--- src/rtl/joypad_i2c_target.sv ---
// I2C target exposing 16 joypad buttons, a device ID and a writable LED register.
// Open-drain SDA: sda_out=0 pulls the line low, 1 releases it.
module joypad_i2c_target #(
  parameter logic [6:0] ADDR      = 7'h52,
  parameter logic [7:0] DEVICE_ID = 8'hA5
) (
  input  logic        clk,
  input  logic        rst_n,
  input  logic        scl_in,
  input  logic        sda_in,
  output logic        sda_out,
  input  logic [15:0] buttons,
  output logic [7:0]  led,
  output logic        busy
);

  typedef enum logic [2:0] {
    S_IDLE, S_ADDR, S_ADDR_ACK, S_WR_DATA, S_WR_ACK, S_RD_DATA, S_RD_ACK, S_IGNORE
  } state_t;

  // [0],[1] form the synchronizer, [2] holds the previous synchronized sample
  logic [2:0] scl_q;
  logic [2:0] sda_q;

  always_ff @(posedge clk) begin
    if (!rst_n) begin
      scl_q <= '1;
      sda_q <= '1;
    end else begin
      scl_q <= {scl_q[1:0], scl_in};
      sda_q <= {sda_q[1:0], sda_in};
    end
  end

  logic scl_s, scl_p, sda_s, sda_p;
  logic scl_rise, scl_fall, start_det, stop_det;

  assign scl_s     = scl_q[1];
  assign scl_p     = scl_q[2];
  assign sda_s     = sda_q[1];
  assign sda_p     = sda_q[2];
  assign scl_rise  = scl_s & ~scl_p;
  assign scl_fall  = ~scl_s & scl_p;
  assign start_det = scl_s & scl_p & sda_p & ~sda_s;
  assign stop_det  = scl_s & scl_p & ~sda_p & sda_s;

  state_t      state_q, state_d;
  logic [3:0]  bitcnt_q, bitcnt_d;
  logic [7:0]  shift_q, shift_d;
  logic [7:0]  tx_q, tx_d;
  logic        sda_out_q, sda_out_d;
  logic        busy_q, busy_d;
  logic [7:0]  led_q, led_d;
  logic [1:0]  ptr_q, ptr_d;
  logic        first_q, first_d;
  logic        rw_q, rw_d;
  logic        acked_q, acked_d;
  logic [15:0] snap_btn_q, snap_btn_d;
  logic [7:0]  snap_led_q, snap_led_d;

  function automatic logic [7:0] reg_byte(input logic [1:0] p, input logic [15:0] b,
                                          input logic [7:0] l);
    case (p)
      2'd0:    reg_byte = b[7:0];
      2'd1:    reg_byte = b[15:8];
      2'd2:    reg_byte = DEVICE_ID;
      default: reg_byte = l;
    endcase
  endfunction

  always_comb begin
    state_d    = state_q;
    bitcnt_d   = bitcnt_q;
    shift_d    = shift_q;
    tx_d       = tx_q;
    sda_out_d  = sda_out_q;
    busy_d     = busy_q;
    led_d      = led_q;
    ptr_d      = ptr_q;
    first_d    = first_q;
    rw_d       = rw_q;
    acked_d    = acked_q;
    snap_btn_d = snap_btn_q;
    snap_led_d = snap_led_q;

    case (state_q)
      S_ADDR: begin
        if (scl_rise) begin
          shift_d  = {shift_q[6:0], sda_s};
          bitcnt_d = bitcnt_q + 4'd1;
        end else if (scl_fall && bitcnt_q == 4'd8) begin
          // General call (address 0) is deliberately never matched
          if (shift_q[7:1] == ADDR && shift_q[7:1] != 7'd0) begin
            sda_out_d = 1'b0;
            busy_d    = 1'b1;
            rw_d      = shift_q[0];
            state_d   = S_ADDR_ACK;
          end else begin
            sda_out_d = 1'b1;
            state_d   = S_IGNORE;
          end
        end
      end
      S_ADDR_ACK: begin
        if (scl_fall) begin
          sda_out_d = 1'b1;
          bitcnt_d  = 4'd0;
          if (!rw_q) begin
            first_d = 1'b1;
            state_d = S_WR_DATA;
          end else begin
            snap_btn_d = buttons;
            snap_led_d = led_q;
            tx_d       = reg_byte(ptr_q, buttons, led_q);
            sda_out_d  = tx_d[7];
            state_d    = S_RD_DATA;
          end
        end
      end
      S_WR_DATA: begin
        if (scl_rise) begin
          shift_d  = {shift_q[6:0], sda_s};
          bitcnt_d = bitcnt_q + 4'd1;
        end else if (scl_fall && bitcnt_q == 4'd8) begin
          sda_out_d = 1'b0;
          state_d   = S_WR_ACK;
          if (first_q) begin
            ptr_d   = shift_q[1:0];
            first_d = 1'b0;
          end else begin
            if (ptr_q == 2'd3) led_d = shift_q;
            ptr_d = ptr_q + 2'd1;
          end
        end
      end
      S_WR_ACK: begin
        if (scl_fall) begin
          sda_out_d = 1'b1;
          bitcnt_d  = 4'd0;
          state_d   = S_WR_DATA;
        end
      end
      S_RD_DATA: begin
        if (scl_fall) begin
          if (bitcnt_q == 4'd7) begin
            sda_out_d = 1'b1;
            ptr_d     = ptr_q + 2'd1;
            acked_d   = 1'b0;
            state_d   = S_RD_ACK;
          end else begin
            sda_out_d = tx_q[6];
            tx_d      = {tx_q[6:0], 1'b0};
            bitcnt_d  = bitcnt_q + 4'd1;
          end
        end
      end
      S_RD_ACK: begin
        if (scl_rise) begin
          if (sda_s) state_d = S_IGNORE;
          else       acked_d = 1'b1;
        end else if (scl_fall && acked_q) begin
          tx_d      = reg_byte(ptr_q, snap_btn_q, snap_led_q);
          sda_out_d = tx_d[7];
          bitcnt_d  = 4'd0;
          state_d   = S_RD_DATA;
        end
      end
      S_IGNORE: sda_out_d = 1'b1;
      default:  ;
    endcase

    // Bus conditions take precedence over whatever the state machine decided
    if (start_det) begin
      state_d   = S_ADDR;
      bitcnt_d  = 4'd0;
      sda_out_d = 1'b1;
      busy_d    = 1'b0;
    end else if (stop_det) begin
      state_d   = S_IDLE;
      sda_out_d = 1'b1;
      busy_d    = 1'b0;
    end
  end

  always_ff @(posedge clk) begin
    if (!rst_n) begin
      state_q    <= S_IDLE;
      bitcnt_q   <= '0;
      shift_q    <= '0;
      tx_q       <= '0;
      sda_out_q  <= 1'b1;
      busy_q     <= 1'b0;
      led_q      <= '0;
      ptr_q      <= '0;
      first_q    <= 1'b0;
      rw_q       <= 1'b0;
      acked_q    <= 1'b0;
      snap_btn_q <= '0;
      snap_led_q <= '0;
    end else begin
      state_q    <= state_d;
      bitcnt_q   <= bitcnt_d;
      shift_q    <= shift_d;
      tx_q       <= tx_d;
      sda_out_q  <= sda_out_d;
      busy_q     <= busy_d;
      led_q      <= led_d;
      ptr_q      <= ptr_d;
      first_q    <= first_d;
      rw_q       <= rw_d;
      acked_q    <= acked_d;
      snap_btn_q <= snap_btn_d;
      snap_led_q <= snap_led_d;
    end
  end

  assign sda_out = sda_out_q;
  assign led     = led_q;
  assign busy    = busy_q;

endmodule

--- config.mk ---
export PLATFORM = sky130hd
export DESIGN_NAME = joypad_i2c_target
export DESIGN_NICKNAME = d
export VERILOG_FILES = /design/src/rtl/joypad_i2c_target.sv
export SDC_FILE = /design/constraint.sdc
export NUM_CORES = 1
export LEC_CHECK = 0
export ABC_AREA = 1
export CELL_PAD_IN_SITES_DETAIL_PLACEMENT = 1
export CELL_PAD_IN_SITES_GLOBAL_PLACEMENT = 1
export CORE_MARGIN = 2
export CORE_UTILIZATION = 40
export CTS_BUF_LIST = sky130_fd_sc_hd__clkbuf_4 sky130_fd_sc_hd__clkbuf_8 sky130_fd_sc_hd__clkbuf_16
export CTS_CLUSTER_DIAMETER = 150
export CTS_CLUSTER_SIZE = 28
export DETAILED_ROUTE_END_ITERATION = 10
export PLACE_DENSITY = 0.78
export SYNTH_ARGS = -nofsm -noshare
export SYNTH_HDL_FRONTEND = slang
export SYNTH_SLANG_ARGS = --single-unit
export TNS_END_PERCENT = 10
--- constraint.sdc ---
create_clock -name clk -period 1.7 [get_ports clk]
set_input_delay 0.34 -clock clk [delete_from_list [all_inputs] [get_ports clk]]
set_output_delay 0.34 -clock clk [all_outputs]
set_load 0.005 [all_outputs]
After elaboration in Yosys (flattened, before gate mapping):

Index checks and enable logic that the tools add are counted.

* logic and storage cells: 162
* flip-flop bits (word level): 67
* input bits: 20
* output and inout bits: 10

* bitwise gates (word level): 14
* $add $sub $neg: 2
* reduce and logical (&&, ||, !) cells: 29
* multiplexer cells: 59
* equality and inequality tests: 42

Operator list (count)
* case mux 8 bit (3 select lines): 2
* 2-to-1 mux 7 bit: 6
* 2-to-1 mux 3 bit: 13
* != test 4 bit, second input constant: 8
* != test 2 bit, second input constant: 15
* 2-to-1 mux 4 bit: 6
* AND reduction 11 bit: 2
* case mux 7 bit (3 select lines): 1
* 2-to-1 mux 1 bit: 20
* AND reduction 5 bit: 4
* case mux 3 bit (6 select lines): 1
* case mux 4 bit (4 select lines): 1
* AND reduction 7 bit: 2
* nonzero test 7 bit: 2
* equality test 3 bit, second input constant: 4
* 2-to-1 mux 2 bit: 5
* != test 5 bit, second input constant: 2
* AND reduction 10 bit: 1
* nonzero test 8 bit: 1
* bitwise AND 1 bit: 7
* equality test 7 bit, second input constant: 1
* NOT 1 bit: 7
* case mux 1 bit (7 select lines): 1
* equality test 3 x 2 -> 1 bit, second input constant: 2
* other kinds (22): 32

Longest topological paths before layout:

* depth in word-level cells: 8
* depth in mapped cells: 12

Least setup slack after synthesis:

OpenSTA, ideal clock, no wires.

* path kind: flip-flop to flip-flop
* start: register ptr_q[0]
* end: register tx_q[4]
* slack: 143 ps
* arrival: 1445 ps
* data required time: 1588 ps
* clock period less this slack: 1557 ps
* cell stages (with the launch flop): 11
* path through: dfxtp_1 > inv_1 > ha_1 > clkbuf_1 > clkbuf_1 > nand2_1 > o21ai_0 > o21ai_0 > o221ai_1 > nor2_1 > nor2_1

* cells in the longest elaborated chain, start to end: 5

RTL lines
* from (decl): line 54 `logic [1:0] ptr_q, ptr_d;`
* from (signal assigned): line 208 `ptr_q <= ptr_d;`
* equality test 2 bit (tied with other cells): line 63 `case (p)`
* case mux 8 bit (3 select lines): line 63
* 2-to-1 mux 7 bit, on equally long branches: line 161, 108
* 2-to-1 mux 7 bit, on equally long branches: line 158, 105
* case mux 7 bit (3 select lines) *: line 86 `case (state_q)`
* to (signal assigned): line 204 `tx_q <= tx_d;`
* to (decl): line 50 `logic [7:0] tx_q, tx_d;`

Every way passes the cells marked *; elsewhere a longest branch is shown, timed or not. The select of a mux whose other input is x is not followed.
A chain may end at the register's enable or synchronous reset.

Worst setup path after layout:

* start: register led_q[1], in the netlist led[1]
* end: output led[1]

RTL lines
* from (decl): line 53 `logic [7:0] led_q, led_d;`
* from (signal assigned): line 207 `led_q <= led_d;`
* to (decl): line 13 `output logic [7:0] led,`

No word-level cell between the ends.

==> impl_metrics.toml <==
[floorplan]
core_um2 = 8300
num_io_pins = 30
die-height_um = 96.8
die_area_um2 = 9370
die_w_um = 96.8
rows = 33
start_util_pct = 41.5

[critical_path]
crit_required_ns = 1.36
crit_type = "register to primary output"
rr_worst_depth = 10
cp_num_buf_inv = 1
timing.rr.start = "state_q[2]$_SDFFE_PP0P_"
crit_chain = "clkdlybuf4s50_1"
cp_max_fo = 2
crit_family = "buffers and inverters"
endpoint = "led[1]"
worst_setup_path_end_kind = "primary output"
worstSetupPathDepth = 1
rrSetupSlack_ns = 0.07
rr_endpoint = "sda_out$_SDFFE_PP1P_"
worst-endpoint-arrival_ns = 1.34
critPathLaunchType = "register"
startpoint = "led[1]$_SDFFE_PN0P_"
critPathSlowestCell = "clkdlybuf4s50_1"
max_stage_delay_ns = 0.54

[final_layout]
final_cell_area_um2 = 4370
num_antenna_cells = 0
multiInputGateArea_um2 = 1900
drive_gt1_share_pct = 20.4
fill_cells = 1084
seqCellArea_um2 = 1360
synthToLayoutAreaGrowth_pct = 26.9
nets = 579

[pwr]
p_leak_uw = 0.00190
power_density_nw_per_um2 = 1250
ir_worst_vdd_v = 0.000765

[route]
via_per_inst = 5.25
vias = 3481
drt_iter0_drc = 186
wire_per_inst_um = 16.9
drc_errors = 0
drt_first_pass_iters = 4
drtAntennaViolNets = 0
wirelength_um = 11200

[placement]
place.gp.congestion = 0.850
numPortBuffers = 29
place_hpwl_um = 8150
placed_cell_area_um2 = 4020
pre_cts_ws_ns = -0.138

[yosys]
avgSynthCellArea_um2 = 6.89
yosys-mux-area-fraction_pct = 0
synth_warnings = 0
synth.cell_area_um2 = 3440
synth_seq_area_share_pct = 39.0
synth-compound-area-share_pct = 17.2
netlist_instances = 500
synthAdderAreaFrac_pct = 2.18
synth-simple-area-share_pct = 32.5
synthXorXnorAreaFrac_pct = 0.509
yosysUniqueCellTypes = 34
ys_ff_latch = 67
syn_nets = 526
synth_top_family_by_area = "simple AND/OR/NAND/NOR gates"

[cts]
clk_latency_ns = 0.37
cts_hold_buf = 0
clk_pin_slew_worst_paths_ns = 0.09
h-tree-depth = 3
cts_tree = "done"
cts.sinks = 67
cts_buffers = 9
cts_max_path_buffers = 2
clock_tree.root_cell = "clkbuf_8"

[sta]
skew_ns = 0.0119
slew_viol_final = 0
fin_crit_ns = 1.68
setup_viol = 0
max_freq_mhz = 596
relSlewSlack_pct = 73.0
worst_pin_slew_ns = 0.401
grt_setup_unrepaired = "true"
final_hold_viol_count = 0
fin_ws_ns = 0.0233
post-route-period-util_pct = 98.6

[run]
cap_viol_max_count = 0

[global_routing]
grt_pass1_vias = 3613
grt_max_degree = 49
antenna_found_initial = 0
overflow = 0
track_usage_pct = 24.2
grt_pass1_wl_um = 18100

[run_status]
status = "finished clean"

[worst_hold_path]
worst_hold_path_type = "register to register"
-- sequential cells by signal, indices dropped and copies added (netlist names) --
| signal | flops |
|---|---|
| snap_btn_q | 16 |
| ptr_q | 2 |
| scl_q | 3 |
| sda_q | 3 |
| rw_q | 1 |
| led | 8 |
| shift_q | 8 |
| bitcnt_q | 4 |
| first_q | 1 |
| snap_led_q | 8 |
| busy | 1 |
| tx_q | 7 |
| acked_q | 1 |
| sda_out | 1 |
| state_q | 3 |
-- cell families (layout without fill, tap and decap cells) --
group | count (synthesis) | count (layout)
buffers and inverters | 68 | 126
adder cells (fa/ha/maj) | 6 | 6
XOR/XNOR | 2 | 2
AND/OR/NAND/NOR | 249 | 249
AO/OA/AOI/OAI | 108 | 108
flip-flops | 67 | 67
-- how the worst min path moves through the flow --
stage | end | cells past startpoint | slack (ns) | startpoint
floorplan | scl_q[1]$_SDFF_PN1_ | 1 | 0.39 | scl_q[0]$_SDFF_PN1_
global placement | scl_q[1]$_SDFF_PN1_ | 1 | 0.40 | scl_q[0]$_SDFF_PN1_
detailed placement | scl_q[1]$_SDFF_PN1_ | 1 | 0.41 | scl_q[0]$_SDFF_PN1_
CTS | scl_q[1]$_SDFF_PN1_ | 1 | 0.43 | scl_q[0]$_SDFF_PN1_
global route | sda_q[1]$_SDFF_PN1_ | 1 | 0.46 | sda_q[0]$_SDFF_PN1_
finish | scl_q[1]$_SDFF_PN1_ | 1 | 0.43 | scl_q[0]$_SDFF_PN1_
-- timing repair --
action / in CTS / in global routing
pin swaps: 0 / 5
setup endpoints to repair: 14 / 51
resized for setup: 10 / 32
setup buffers: 0 / 2
-- cell usage after synthesis --
master    number  share of area, %
a211oi_1       1              0.22
buf_6          2              0.65
inv_1         37               4.0
a22o_1         1              0.25
nor3_1         6              0.87
nand4_1        4              0.73
o211ai_1      13               2.8
o21bai_1       1              0.22
nand3_2        2              0.58
dfxtp_1       67                39
inv_2          9              0.98
a21oi_1       32               4.7
nand3_1       28               4.1
nor2_2         2              0.36
nand3_4        2               1.0
inv_6          1              0.25
nor2_4         3              0.98
nand2_4        5               1.6
buf_2          5              0.73
nand2_1       92                10
o221ai_1       1              0.25
xor2_1         2              0.51
buf_4          4              0.87
ha_1           6               2.2
nor2_1        95                10
clkbuf_1      10               1.1
nand3b_1       1              0.22
o221a_2        1              0.33
o21ai_1        4              0.58
a31oi_1        1              0.18
nor3b_1        1              0.22
nand2_2        4              0.73
or2_2          4              0.73
o21ai_0       53               7.7
-- per-layer routing --
metal	up-vias	part of all wire [%]	track usage (%)
met2	51	48	40.3
met3	14	3.1	5.06
met1	1688	48	31.8
met4	0	1.6	6.39
li1	1728	-	-
met5	-	0	0
-- cells in the final DEF (no fill, tap or decap), drive strengths merged, types with 2 or more instances in the layout --
master / instances
nand2: 101
nor2: 100
dfxtp: 67
o21ai: 57
inv: 51
buf: 34
a21oi: 32
nand3: 32
clkdlybuf4s50: 29
o211ai: 13
clkbuf: 9
nor3: 6
ha: 6
or2: 4
nand4: 4
xor2: 2
clkinv: 2
-- through the flow --
step	setup TNS, ns	hold slack (ns)	utilization [%]	cells	power, µW
floorplan	0	0.393	-	500	3140
global placement	-0.0195	0.402	48.4	645	3690
detailed placement	-0.175	0.410	48.4	645	3770
CTS	-0.0102	0.432	51.1	661	5260
global route	-0.0254	0.463	52.7	663	5770
finish	0	0.434	52.7	663	5450
-- power by group --
part	internal, µW	total (µW)	switching [µW]
Sequential	1730	1860	131
Combinational	840	2140	1300
Clock	703	1460	753
Total	3270	5450	2180
-- layout make-up --
class                      count  area share [%]
clock inverter                 7            1.86
multi-input combinational    365            43.5
timing repair buffer          63            13.4
inverter                      47            4.21
tap                          105            3.01
clock buffer                   9            2.83
sequential                    67            31.2
(Power assumes the default switching activity.)
